File: src/rtl/sfp_port_ctrl_pkg.sv
// Shared definitions for the SFP+ port controller: lane state encoding and sizing helpers.
package sfp_port_ctrl_pkg;

    localparam int STATE_W = 3;

    typedef enum logic [STATE_W-1:0] {
        ST_ABSENT      = 3'd0,
        ST_DEBOUNCE    = 3'd1,
        ST_INIT        = 3'd2,
        ST_READY       = 3'd3,
        ST_FAULT_RST   = 3'd4,
        ST_FAULT_LATCH = 3'd5
    } sfp_state_e;

    function automatic int max3(input int a, input int b, input int c);
        int m;
        m = (a > b) ? a : b;
        return (m > c) ? m : c;
    endfunction

endpackage

File: src/rtl/sfp_port_ctrl_lane_fsm.sv
// One SFP+ cage: pin synchronisers, insertion debounce, laser sequencing and
// bounded TX_FAULT recovery, with all status outputs registered.
module sfp_port_ctrl_lane_fsm
    import sfp_port_ctrl_pkg::*;
#(
    parameter int C_DEBOUNCE_CYC    = 156250,
    parameter int C_TINIT_CYC       = 46875000,
    parameter int C_TXDIS_PULSE_CYC = 1563,
    parameter int C_RETRY_MAX       = 3
) (
    input  logic               clk_i,
    input  logic               rst_i,
    input  logic               mod_abs_i,
    input  logic               tx_fault_i,
    input  logic               rx_los_i,
    input  logic               force_disable_i,
    input  logic               fault_clear_i,
    input  logic               rate_sel_i,
    output logic               tx_disable_o,
    output logic               rs_o,
    output logic               port_ready_o,
    output logic               link_up_o,
    output logic               fault_o,
    output logic [STATE_W-1:0] state_o
);

    localparam int CNT_W   = $clog2(max3(C_DEBOUNCE_CYC, C_TINIT_CYC, C_TXDIS_PULSE_CYC)) + 1;
    localparam int RETRY_W = $clog2(C_RETRY_MAX + 1) + 1;

    localparam logic [CNT_W-1:0]   DEB_LAST   = CNT_W'(C_DEBOUNCE_CYC - 1);
    localparam logic [CNT_W-1:0]   TINIT_LAST = CNT_W'(C_TINIT_CYC - 1);
    localparam logic [CNT_W-1:0]   PULSE_LAST = CNT_W'(C_TXDIS_PULSE_CYC - 1);
    localparam logic [RETRY_W-1:0] RETRY_LIM  = RETRY_W'(C_RETRY_MAX);

    logic [1:0]         abs_sync_q, flt_sync_q, los_sync_q;
    logic               mod_abs_s, tx_fault_s, rx_los_s;
    sfp_state_e         state_q, state_d;
    logic [CNT_W-1:0]   cnt_q, cnt_d;
    logic [RETRY_W-1:0] retry_q, retry_d;
    logic               timed_s;
    logic               tx_disable_q, rs_q, port_ready_q, link_up_q, fault_q;

    assign mod_abs_s  = abs_sync_q[1];
    assign tx_fault_s = flt_sync_q[1];
    assign rx_los_s   = los_sync_q[1];
    assign timed_s    = (state_q == ST_DEBOUNCE) || (state_q == ST_INIT) || (state_q == ST_FAULT_RST);

    // Next-state, dwell counter and retry bookkeeping; removal/force-off override everything.
    always_comb begin
        state_d = state_q;
        if (mod_abs_s || force_disable_i) begin
            state_d = ST_ABSENT;
        end else if ((state_q == ST_FAULT_LATCH) && fault_clear_i) begin
            state_d = ST_ABSENT;
        end else begin
            case (state_q)
                ST_ABSENT:      state_d = ST_DEBOUNCE;
                ST_DEBOUNCE: begin
                    if (cnt_q == DEB_LAST) state_d = ST_INIT;
                    else                   state_d = ST_DEBOUNCE;
                end
                ST_INIT: begin
                    if (cnt_q == TINIT_LAST) state_d = tx_fault_s ? ST_FAULT_RST : ST_READY;
                    else                     state_d = ST_INIT;
                end
                ST_READY: begin
                    if (tx_fault_s) state_d = ST_FAULT_RST;
                    else            state_d = ST_READY;
                end
                ST_FAULT_RST: begin
                    if (cnt_q == PULSE_LAST) state_d = (retry_q > RETRY_LIM) ? ST_FAULT_LATCH : ST_INIT;
                    else                     state_d = ST_FAULT_RST;
                end
                ST_FAULT_LATCH: state_d = ST_FAULT_LATCH;
                default:        state_d = ST_ABSENT;
            endcase
        end

        if ((state_d == state_q) && timed_s) cnt_d = cnt_q + CNT_W'(1);
        else                                 cnt_d = '0;

        if (state_q == ST_ABSENT) begin
            retry_d = '0;
        end else if ((state_d == ST_FAULT_RST) && (state_q != ST_FAULT_RST) && (retry_q != '1)) begin
            retry_d = retry_q + RETRY_W'(1);
        end else begin
            retry_d = retry_q;
        end
    end

    // State, synchronisers and outputs; outputs are decoded from the next state so they track State.
    always_ff @(posedge clk_i) begin
        if (rst_i) begin
            abs_sync_q   <= 2'b11;
            flt_sync_q   <= 2'b00;
            los_sync_q   <= 2'b11;
            state_q      <= ST_ABSENT;
            cnt_q        <= '0;
            retry_q      <= '0;
            tx_disable_q <= 1'b1;
            rs_q         <= 1'b1;
            port_ready_q <= 1'b0;
            link_up_q    <= 1'b0;
            fault_q      <= 1'b0;
        end else begin
            abs_sync_q   <= {abs_sync_q[0], mod_abs_i};
            flt_sync_q   <= {flt_sync_q[0], tx_fault_i};
            los_sync_q   <= {los_sync_q[0], rx_los_i};
            state_q      <= state_d;
            cnt_q        <= cnt_d;
            retry_q      <= retry_d;
            tx_disable_q <= !((state_d == ST_INIT) || (state_d == ST_READY));
            rs_q         <= rate_sel_i;
            port_ready_q <= (state_d == ST_READY);
            link_up_q    <= (state_d == ST_READY) && !rx_los_s;
            fault_q      <= (state_d == ST_FAULT_LATCH);
        end
    end

    assign tx_disable_o = tx_disable_q;
    assign rs_o         = rs_q;
    assign port_ready_o = port_ready_q;
    assign link_up_o    = link_up_q;
    assign fault_o      = fault_q;
    assign state_o      = state_q;

endmodule

File: src/rtl/sfp_port_ctrl.sv
// Multi-cage SFP+ management: one independent lane controller per port, buses packed per port.
module sfp_port_ctrl
    import sfp_port_ctrl_pkg::*;
#(
    parameter int C_NUM_PORTS       = 4,
    parameter int C_DEBOUNCE_CYC    = 156250,
    parameter int C_TINIT_CYC       = 46875000,
    parameter int C_TXDIS_PULSE_CYC = 1563,
    parameter int C_RETRY_MAX       = 3
) (
    input  logic                           clk,
    input  logic                           rst,
    input  logic [C_NUM_PORTS-1:0]         MOD_ABS,
    input  logic [C_NUM_PORTS-1:0]         TX_FAULT,
    input  logic [C_NUM_PORTS-1:0]         RX_LOS,
    input  logic [C_NUM_PORTS-1:0]         Force_disable,
    input  logic [C_NUM_PORTS-1:0]         Fault_clear,
    input  logic [C_NUM_PORTS-1:0]         Rate_sel,
    output logic [C_NUM_PORTS-1:0]         TX_DISABLE,
    output logic [C_NUM_PORTS-1:0]         RS,
    output logic [C_NUM_PORTS-1:0]         Port_ready,
    output logic [C_NUM_PORTS-1:0]         Link_up,
    output logic [C_NUM_PORTS-1:0]         Fault,
    output logic [STATE_W*C_NUM_PORTS-1:0] State
);

    for (genvar i = 0; i < C_NUM_PORTS; i++) begin : g_lane
        sfp_port_ctrl_lane_fsm #(
            .C_DEBOUNCE_CYC    (C_DEBOUNCE_CYC),
            .C_TINIT_CYC       (C_TINIT_CYC),
            .C_TXDIS_PULSE_CYC (C_TXDIS_PULSE_CYC),
            .C_RETRY_MAX       (C_RETRY_MAX)
        ) u_lane (
            .clk_i           (clk),
            .rst_i           (rst),
            .mod_abs_i       (MOD_ABS[i]),
            .tx_fault_i      (TX_FAULT[i]),
            .rx_los_i        (RX_LOS[i]),
            .force_disable_i (Force_disable[i]),
            .fault_clear_i   (Fault_clear[i]),
            .rate_sel_i      (Rate_sel[i]),
            .tx_disable_o    (TX_DISABLE[i]),
            .rs_o            (RS[i]),
            .port_ready_o    (Port_ready[i]),
            .link_up_o       (Link_up[i]),
            .fault_o         (Fault[i]),
            .state_o         (State[STATE_W*i +: STATE_W])
        );
    end

endmodule

File: config.mk
export PLATFORM = sky130hd
export DESIGN_NAME = sfp_port_ctrl
export DESIGN_NICKNAME = d
export VERILOG_FILES = /design/src/rtl/sfp_port_ctrl_pkg.sv /design/src/rtl/sfp_port_ctrl_lane_fsm.sv /design/src/rtl/sfp_port_ctrl.sv
export SDC_FILE = /design/constraint.sdc
export NUM_CORES = 1
export LEC_CHECK = 0
export CORE_UTILIZATION = 50
export DETAILED_ROUTE_END_ITERATION = 8
export PLACE_DENSITY = 0.69
export SLEW_MARGIN = 0
export SYNTH_ARGS = -nofsm -noshare
export SYNTH_HDL_FRONTEND = slang
export SYNTH_SLANG_ARGS = --single-unit
File: constraint.sdc
create_clock -name clk -period 5.3 [get_ports clk]
set_input_delay 0.53 -clock clk [delete_from_list [all_inputs] [get_ports clk]]
set_output_delay 0.53 -clock clk [all_outputs]
set_load 0.02 [all_outputs]
==> metrics.txt, run 1 <==
crit share post-route 57.80%; Max Slew Vio Count 0; worst r2r src g_lane[3].u_lane.cnt_q[0]$_SDFF_PP0_; ranking of synthesized cells by area dfxtp_1 (41%), nor2_1 (6.4%), xnor2_1 (5.3%); Clk pin slew, worst setup/hold paths around 70 ps; syn nets 1044; Residual DRC 0; total congestion overflow 0; arrival time at the worst endpoint about 3400 ps; most common cell after layout, fill and taps aside dfxtp_1; post-synthesis sequential area ratio 40.62%; reg2reg end g_lane[3].u_lane.cnt_q[11]$_SDFF_PP0_; Starting Density roughly half; MaxCap Viol Count 0; post-synth top area cell dfxtp_1; Tmin final ~3100 ps; Peak Freq around 330 MHz; Max VDD drop between 0.0002 and 0.00025 V; share of the synthesized area in the top cell type 40.62%; Internal between 2 and 2.5 mW; first-pass GRT wire length roughly 30 mm; Max Buffers Root-to-Sink 2; status completed; Mapped Area ~0.0087 sq mm; number of global-route vias before repair 6180; switching power share of the total a little over a fifth; Avg Inst Size Synth roughly 8.7 sq um; hold path cells 1; FF+latch count, synth approximately 180; clk_lat worst skew 420 ps; Worst slew margin between 20% and 30%; Synth cell types 73; flop-to-flop setup slack between 2000 and 2500 ps; Die Y-Extent 133.7 um; CTS Sinks 176; Setup violations, final 0; Finished Cell Area about 0.0098 sq mm; final net count approximately 1100; CP Max Fanout 25; final number of hold-violating endpoints 0; wire length per cell around 14 um; most frequent cells in the layout dfxtp_1 (176), nor2_1 (149), nand2_1 (77); via/cell ratio approximately 5.4; cell area power density ~260 mW/mm^2; Setup crit end kind register; Slowest cell on crit path o2111ai_2; gp weighted congestion 0.8621; dominant synthesized flop cell dfxtp_1; CP Launch Type register; initial antenna violation count 0; die width around 130 um; IO Port Bufs 57; RSZ-0062 raised after global routing no; # diodes 0; total core area approximately 0.017 sq mm; Leak Pwr around 3.2 nW; power share of the sequential group ~52%; post-CTS setup buffers 0; IO Pins 58; sum of negative setup slack 0 ps; Yosys Warn Count 0; # hold bufs at CTS 0; total track usage approximately a fifth; crit-path max cell delay roughly 550 ps; row cnt 47; WL final about 18 mm; Comb pwr share 2.3%; post-synthesis instance total 994; CTS tree built; DRT antenna net count 0; min-delay src g_lane[1].u_lane.los_sync_q[1]$_SDFF_PP1_; detailed router's first-iteration violation count around 390; root buffer cell clkbuf_16; pin count of the biggest net entering global routing 32; TritonCTS Buffers 17; router iterations before antenna repair 5; ys async rst share 0%; Layout area overhead 12.49%; Hold Path End g_lane[1].u_lane.link_up_o$_SDFF_PP0_; Clock Skew between 7 and 8 ps; CP Data Required Time between 5000 and 6000 ps; Psw 0.5592 mW; DIE AREA roughly 0.018 sq mm; Resized Gates After CTS 0; worst slew pin tran around 1100 ps; WS Path Type reg -> reg; DP HPWL 12.35 mm; ordered list of cells on the worst path ha_1 -> nand3_1 -> nor4_1 -> a21oi_1 -> a2111oi_1 -> or2_2 -> o2111ai_2 -> nor2_1; worst-case reg-to-reg path depth 8; number of flops mapped to enable cells by yosys 0; dpl cell area 0.009204 sq mm; Clock Power Share roughly 46%; htree depth 4; HP Class reg -> reg; via count slightly below 7000; layout cells sized above 1 roughly a tenth
## critical path: cells and delay by family (launching register included)
| kind | cells | cell delay (ps) |
|---|---|---|
| compound gates | 3 | 1210 |
| fa+ha+maj | 1 | 230 |
| flops | 1 | 410 |
| simple gates | 4 | 1120 |
## routing by layer
metal  share of wire, %  global-route usage [%]  wire, um
met5                  0                       0         0
met4                1.5                   7.702       272
met3                3.5                   3.539       618
met2                 46                   32.53      8084
met1                 49                   28.20      8733
## area by class of cell
cell class	instances	area, sq um
clock inverter	11	106.4
sequential	176	3523
multi-input combinational	728	4678
timing repair buffer	60	588.1
tap	220	275.3
fill	1523	7003
clock buffer	20	446.7
inverter	37	138.9
## metrics by stage
stage               power, mW  setup slack, ps  utilization, %  instances  hold slack [ps]
finish                  2.585             2237           58.22       1252            396.8
global route            2.674             1995           58.22       1252            408.5
CTS                     2.611             2252           58.22       1252            402.9
detailed placement      1.429             2282           54.92       1221            394.0
global placement        1.429             2323           54.92       1221            391.4
floorplan               1.400             2687               -        994            375.2
## Yosys cell counts, drive strengths merged (3+ instances only)
library cell	number
a211oi	8
a21o	4
a21oi	19
and2	6
and3	15
and4	12
and4b	5
buf	28
clkbuf	25
dfxtp	176
ha	24
inv	37
mux2i	6
nand2	77
nand2b	5
nand3	43
nand4	33
nand4b	4
nand4bb	3
nor2	169
nor2b	14
nor3	39
nor3b	4
nor4	19
nor4b	7
nor4bb	4
o2111ai	3
o211ai	3
o21a	6
o21ai	16
o22ai	3
or2	28
or3	14
or4	6
xnor2	52
xor2	51
## how the worst max path moves through the flow
stage                                                 end  slack, ps                                      from  depth (start not counted)
finish              g_lane[3].u_lane.cnt_q[11]$_SDFF_PP0_       2240      g_lane[3].u_lane.cnt_q[0]$_SDFF_PP0_                          8
global route        g_lane[3].u_lane.cnt_q[11]$_SDFF_PP0_       1990      g_lane[3].u_lane.cnt_q[0]$_SDFF_PP0_                          8
CTS                  g_lane[0].u_lane.cnt_q[6]$_SDFF_PP0_       2250  g_lane[0].u_lane.retry_q[0]$_SDFFE_PP0P_                          8
detailed placement   g_lane[0].u_lane.cnt_q[6]$_SDFF_PP0_       2280  g_lane[0].u_lane.retry_q[0]$_SDFFE_PP0P_                          8
global placement     g_lane[0].u_lane.cnt_q[6]$_SDFF_PP0_       2320  g_lane[0].u_lane.retry_q[0]$_SDFFE_PP0P_                          8
floorplan           g_lane[0].u_lane.cnt_q[12]$_SDFF_PP0_       2690  g_lane[0].u_lane.retry_q[0]$_SDFFE_PP0P_                         10
## sequential cells by signal, summed over array words and instances, names as in the netlist
signal / cells
g_lane.u_lane.port_ready_o: 4
g_lane.u_lane.flt_sync_q: 8
g_lane.u_lane.retry_q: 12
g_lane.u_lane.state_o: 12
g_lane.u_lane.fault_o: 4
g_lane.u_lane.cnt_q: 108
g_lane.u_lane.link_up_o: 4
g_lane.u_lane.los_sync_q: 8
g_lane.u_lane.abs_sync_q: 8
g_lane.u_lane.rs_o: 4
g_lane.u_lane.tx_disable_o: 4
## kinds of logic (layout without fill, tap and decap cells)
kind of cell | Yosys count | count (layout) | synth area share (%)
and+or+nand+nor | 513 | 513 | 32.72
DFF | 176 | 176 | 40.62
xor gates and xnor gates | 103 | 103 | 10.40
buffers and inverters | 90 | 128 | 5.511
AOI/OAI and AO/OA | 82 | 82 | 6.593
adders and majority gates | 24 | 24 | 3.462
muxes | 6 | 6 | 0.6925
## power by group through the flow
stage	registers [mW]	clock network, mW	logic, mW
after detailed placement	1.37	0	0.0602
final	1.34	1.19	0.0597
after CTS	1.34	1.21	0.0604
after global placement	1.37	0	0.0601
after global routing	1.34	1.27	0.0655
after floorplan	1.37	0	0.0332
No activity file was read; power rests on OpenSTA's default activity.
==> inputs of run 2 (changes only) <==
clock period = 3 ns   (was 5.3 ns; I/O delays follow)
==> metrics.txt, run 2 (synthesis results as in run 1) <==
CTS tree built; cell area power density between 400 and 500 mW/mm^2; number of global-route vias before repair between 6000 and 7000; die width around 130 um; Peak Freq between 300 and 400 MHz; status completed; WS Path Type reg -> reg; reg2reg end g_lane[0].u_lane.cnt_q[4]$_SDFF_PP0_; TritonCTS Buffers 17; total congestion overflow 0; Clock Skew 6.662 ps; Layout area overhead 14.47%; IO Pins 58; total track usage 20.69%; Hold Path End g_lane[1].u_lane.link_up_o$_SDFF_PP0_; clk_lat worst skew roughly 420 ps; flop-to-flop setup slack 260 ps; Top reg by flops g_lane.u_lane.cnt_q; sum of negative setup slack 0 ps; initial antenna violation count 0; Final Util 59.24%; total core area ~0.017 sq mm; router iterations before antenna repair 4; Max Slew Vio Count 0; final number of hold-violating endpoints 0; final net count 1081; Leak Pwr around 3.3 nW; Worst slew margin 55.30%; pin count of the biggest net entering global routing 33; Hold Slack 394.3 ps; Setup violations, final 0; # hold bufs at CTS 0; CP Max Fanout 27; min-delay src g_lane[1].u_lane.los_sync_q[1]$_SDFF_PP1_; MaxCap Viol Count 0; hold path cells 1; IO Port Bufs between 50 and 60; Residual DRC 0; Slowest cell on crit path or4_1; detailed router's first-iteration violation count about 550; RSZ-0062 raised after global routing no; number of flip-flops in the largest register ~110; Max Buffers Root-to-Sink 2; root buffer cell clkbuf_16; CP Data Required Time between 3000 and 4000 ps; crit-path max cell delay 510 ps; worst-case reg-to-reg path depth 9; layout cells sized above 1 11.02%; DP HPWL roughly 13 mm; Starting Density 51.75%; Max VDD drop around 0.00040 V; most common cell after layout, fill and taps aside dfxtp_1; CTS Sinks 176; wire length per cell 13.92 um; fillers between 1500 and 2000; CP Launch Type register; area of the multi-input gates 0.004678 sq mm; DRT antenna net count 0; via/cell ratio approximately 5.4; Final WS setup 263.2 ps; DIE AREA 0.01788 sq mm; worst r2r src g_lane[0].u_lane.retry_q[0]$_SDFFE_PP0P_; first-pass GRT wire length around 30 mm; gp weighted congestion between 0.8 and 0.9; row cnt 47; Tmin final about 2700 ps; Die Y-Extent roughly 130 um; # diodes 0; via count between 6000 and 7000; crit share post-route around nine tenths; pre-CTS setup slack around 280 ps; most frequent cell on the critical path ha_1; Setup crit end kind register; ordered list of cells on the worst path ha_1 -> ha_1 -> or2_2 -> or4_1 -> o31a_2 -> nand2b_4 -> a2111o_2 -> buf_12 -> nor2_1; Register Area between 0.003 and 0.004 sq mm; worst slew pin tran about 670 ps; arrival time at the worst endpoint around 3100 ps; most frequent cells in the layout dfxtp_1 (176), nor2_1 (149), nand2_1 (77); htree depth 4; post-CTS setup buffers 0; Clk pin slew, worst setup/hold paths 70 ps; HP Class reg -> reg; crit path from g_lane[0].u_lane.retry_q[0]$_SDFFE_PP0P_; WL final about 18 mm; Resized Gates After CTS 0
[run 2: changes by cell type in the layout (fill, tap and decap cells not counted), sizes merged]
cell	delta
buf	+11
bufinv	+1
clkinvlp	-1
inv	+1
[run 2: worst max-delay path by stage]
stage                                                  to  slack (ps)
finish               g_lane[0].u_lane.cnt_q[4]$_SDFF_PP0_         260
global route         g_lane[3].u_lane.cnt_q[6]$_SDFF_PP0_         130
CTS                  g_lane[0].u_lane.cnt_q[4]$_SDFF_PP0_         260
detailed placement  g_lane[0].u_lane.cnt_q[26]$_SDFF_PP0_         280
global placement     g_lane[0].u_lane.cnt_q[5]$_SDFF_PP0_         340
floorplan           g_lane[0].u_lane.cnt_q[12]$_SDFF_PP0_         390
[run 2: critical path: cells and delay by family, from the launching register on]
kind	cells	cell delay (ps)
adder cells (fa/ha/maj)	2	430
AND/OR/NAND/NOR	4	1090
AO/OA/AOI/OAI	2	600
flip-flops	1	330
buffers and inverters	1	200
[run 2: power breakdown]
part	switching (mW)	internal (mW)	leakage (nW)
registers	0.00882	2.35	1.42
clock network	0.958	1.29	0.290
logic	0.0539	0.0577	1.61
total	1.02	3.70	3.32
[run 2: area by class of cell]
| class | instances | area share [%] |
|---|---|---|
| clock buffers | 20 | 4.600 |
| flip-flops and latches | 176 | 35.49 |
| inverters | 37 | 1.399 |
| well taps | 220 | 2.773 |
| repair buffers | 71 | 7.133 |
| clock inverters | 12 | 1.487 |
| multi-input cells | 728 | 47.12 |
[run 2: metrics by stage]
| step | instances | cell area (sq um) | total power [mW] |
|---|---|---|---|
| finish | 1264 | 9928 | 4.725 |
| global placement | 1232 | 9324 | 2.529 |
| global route | 1264 | 9928 | 4.880 |
| floorplan | 994 | 8673 | 2.473 |
| detailed placement | 1232 | 9324 | 2.529 |
| CTS | 1264 | 9928 | 4.778 |
[run 2: routing by layer]
metal | up-vias | GRT usage, % | share of wire [%]
met5 | - | 0 | 0
met4 | 0 | 8.018 | 1.7
li1 | 3472 | - | -
met3 | 27 | 3.006 | 2.8
met2 | 122 | 32.50 | 46
met1 | 3146 | 28.55 | 50
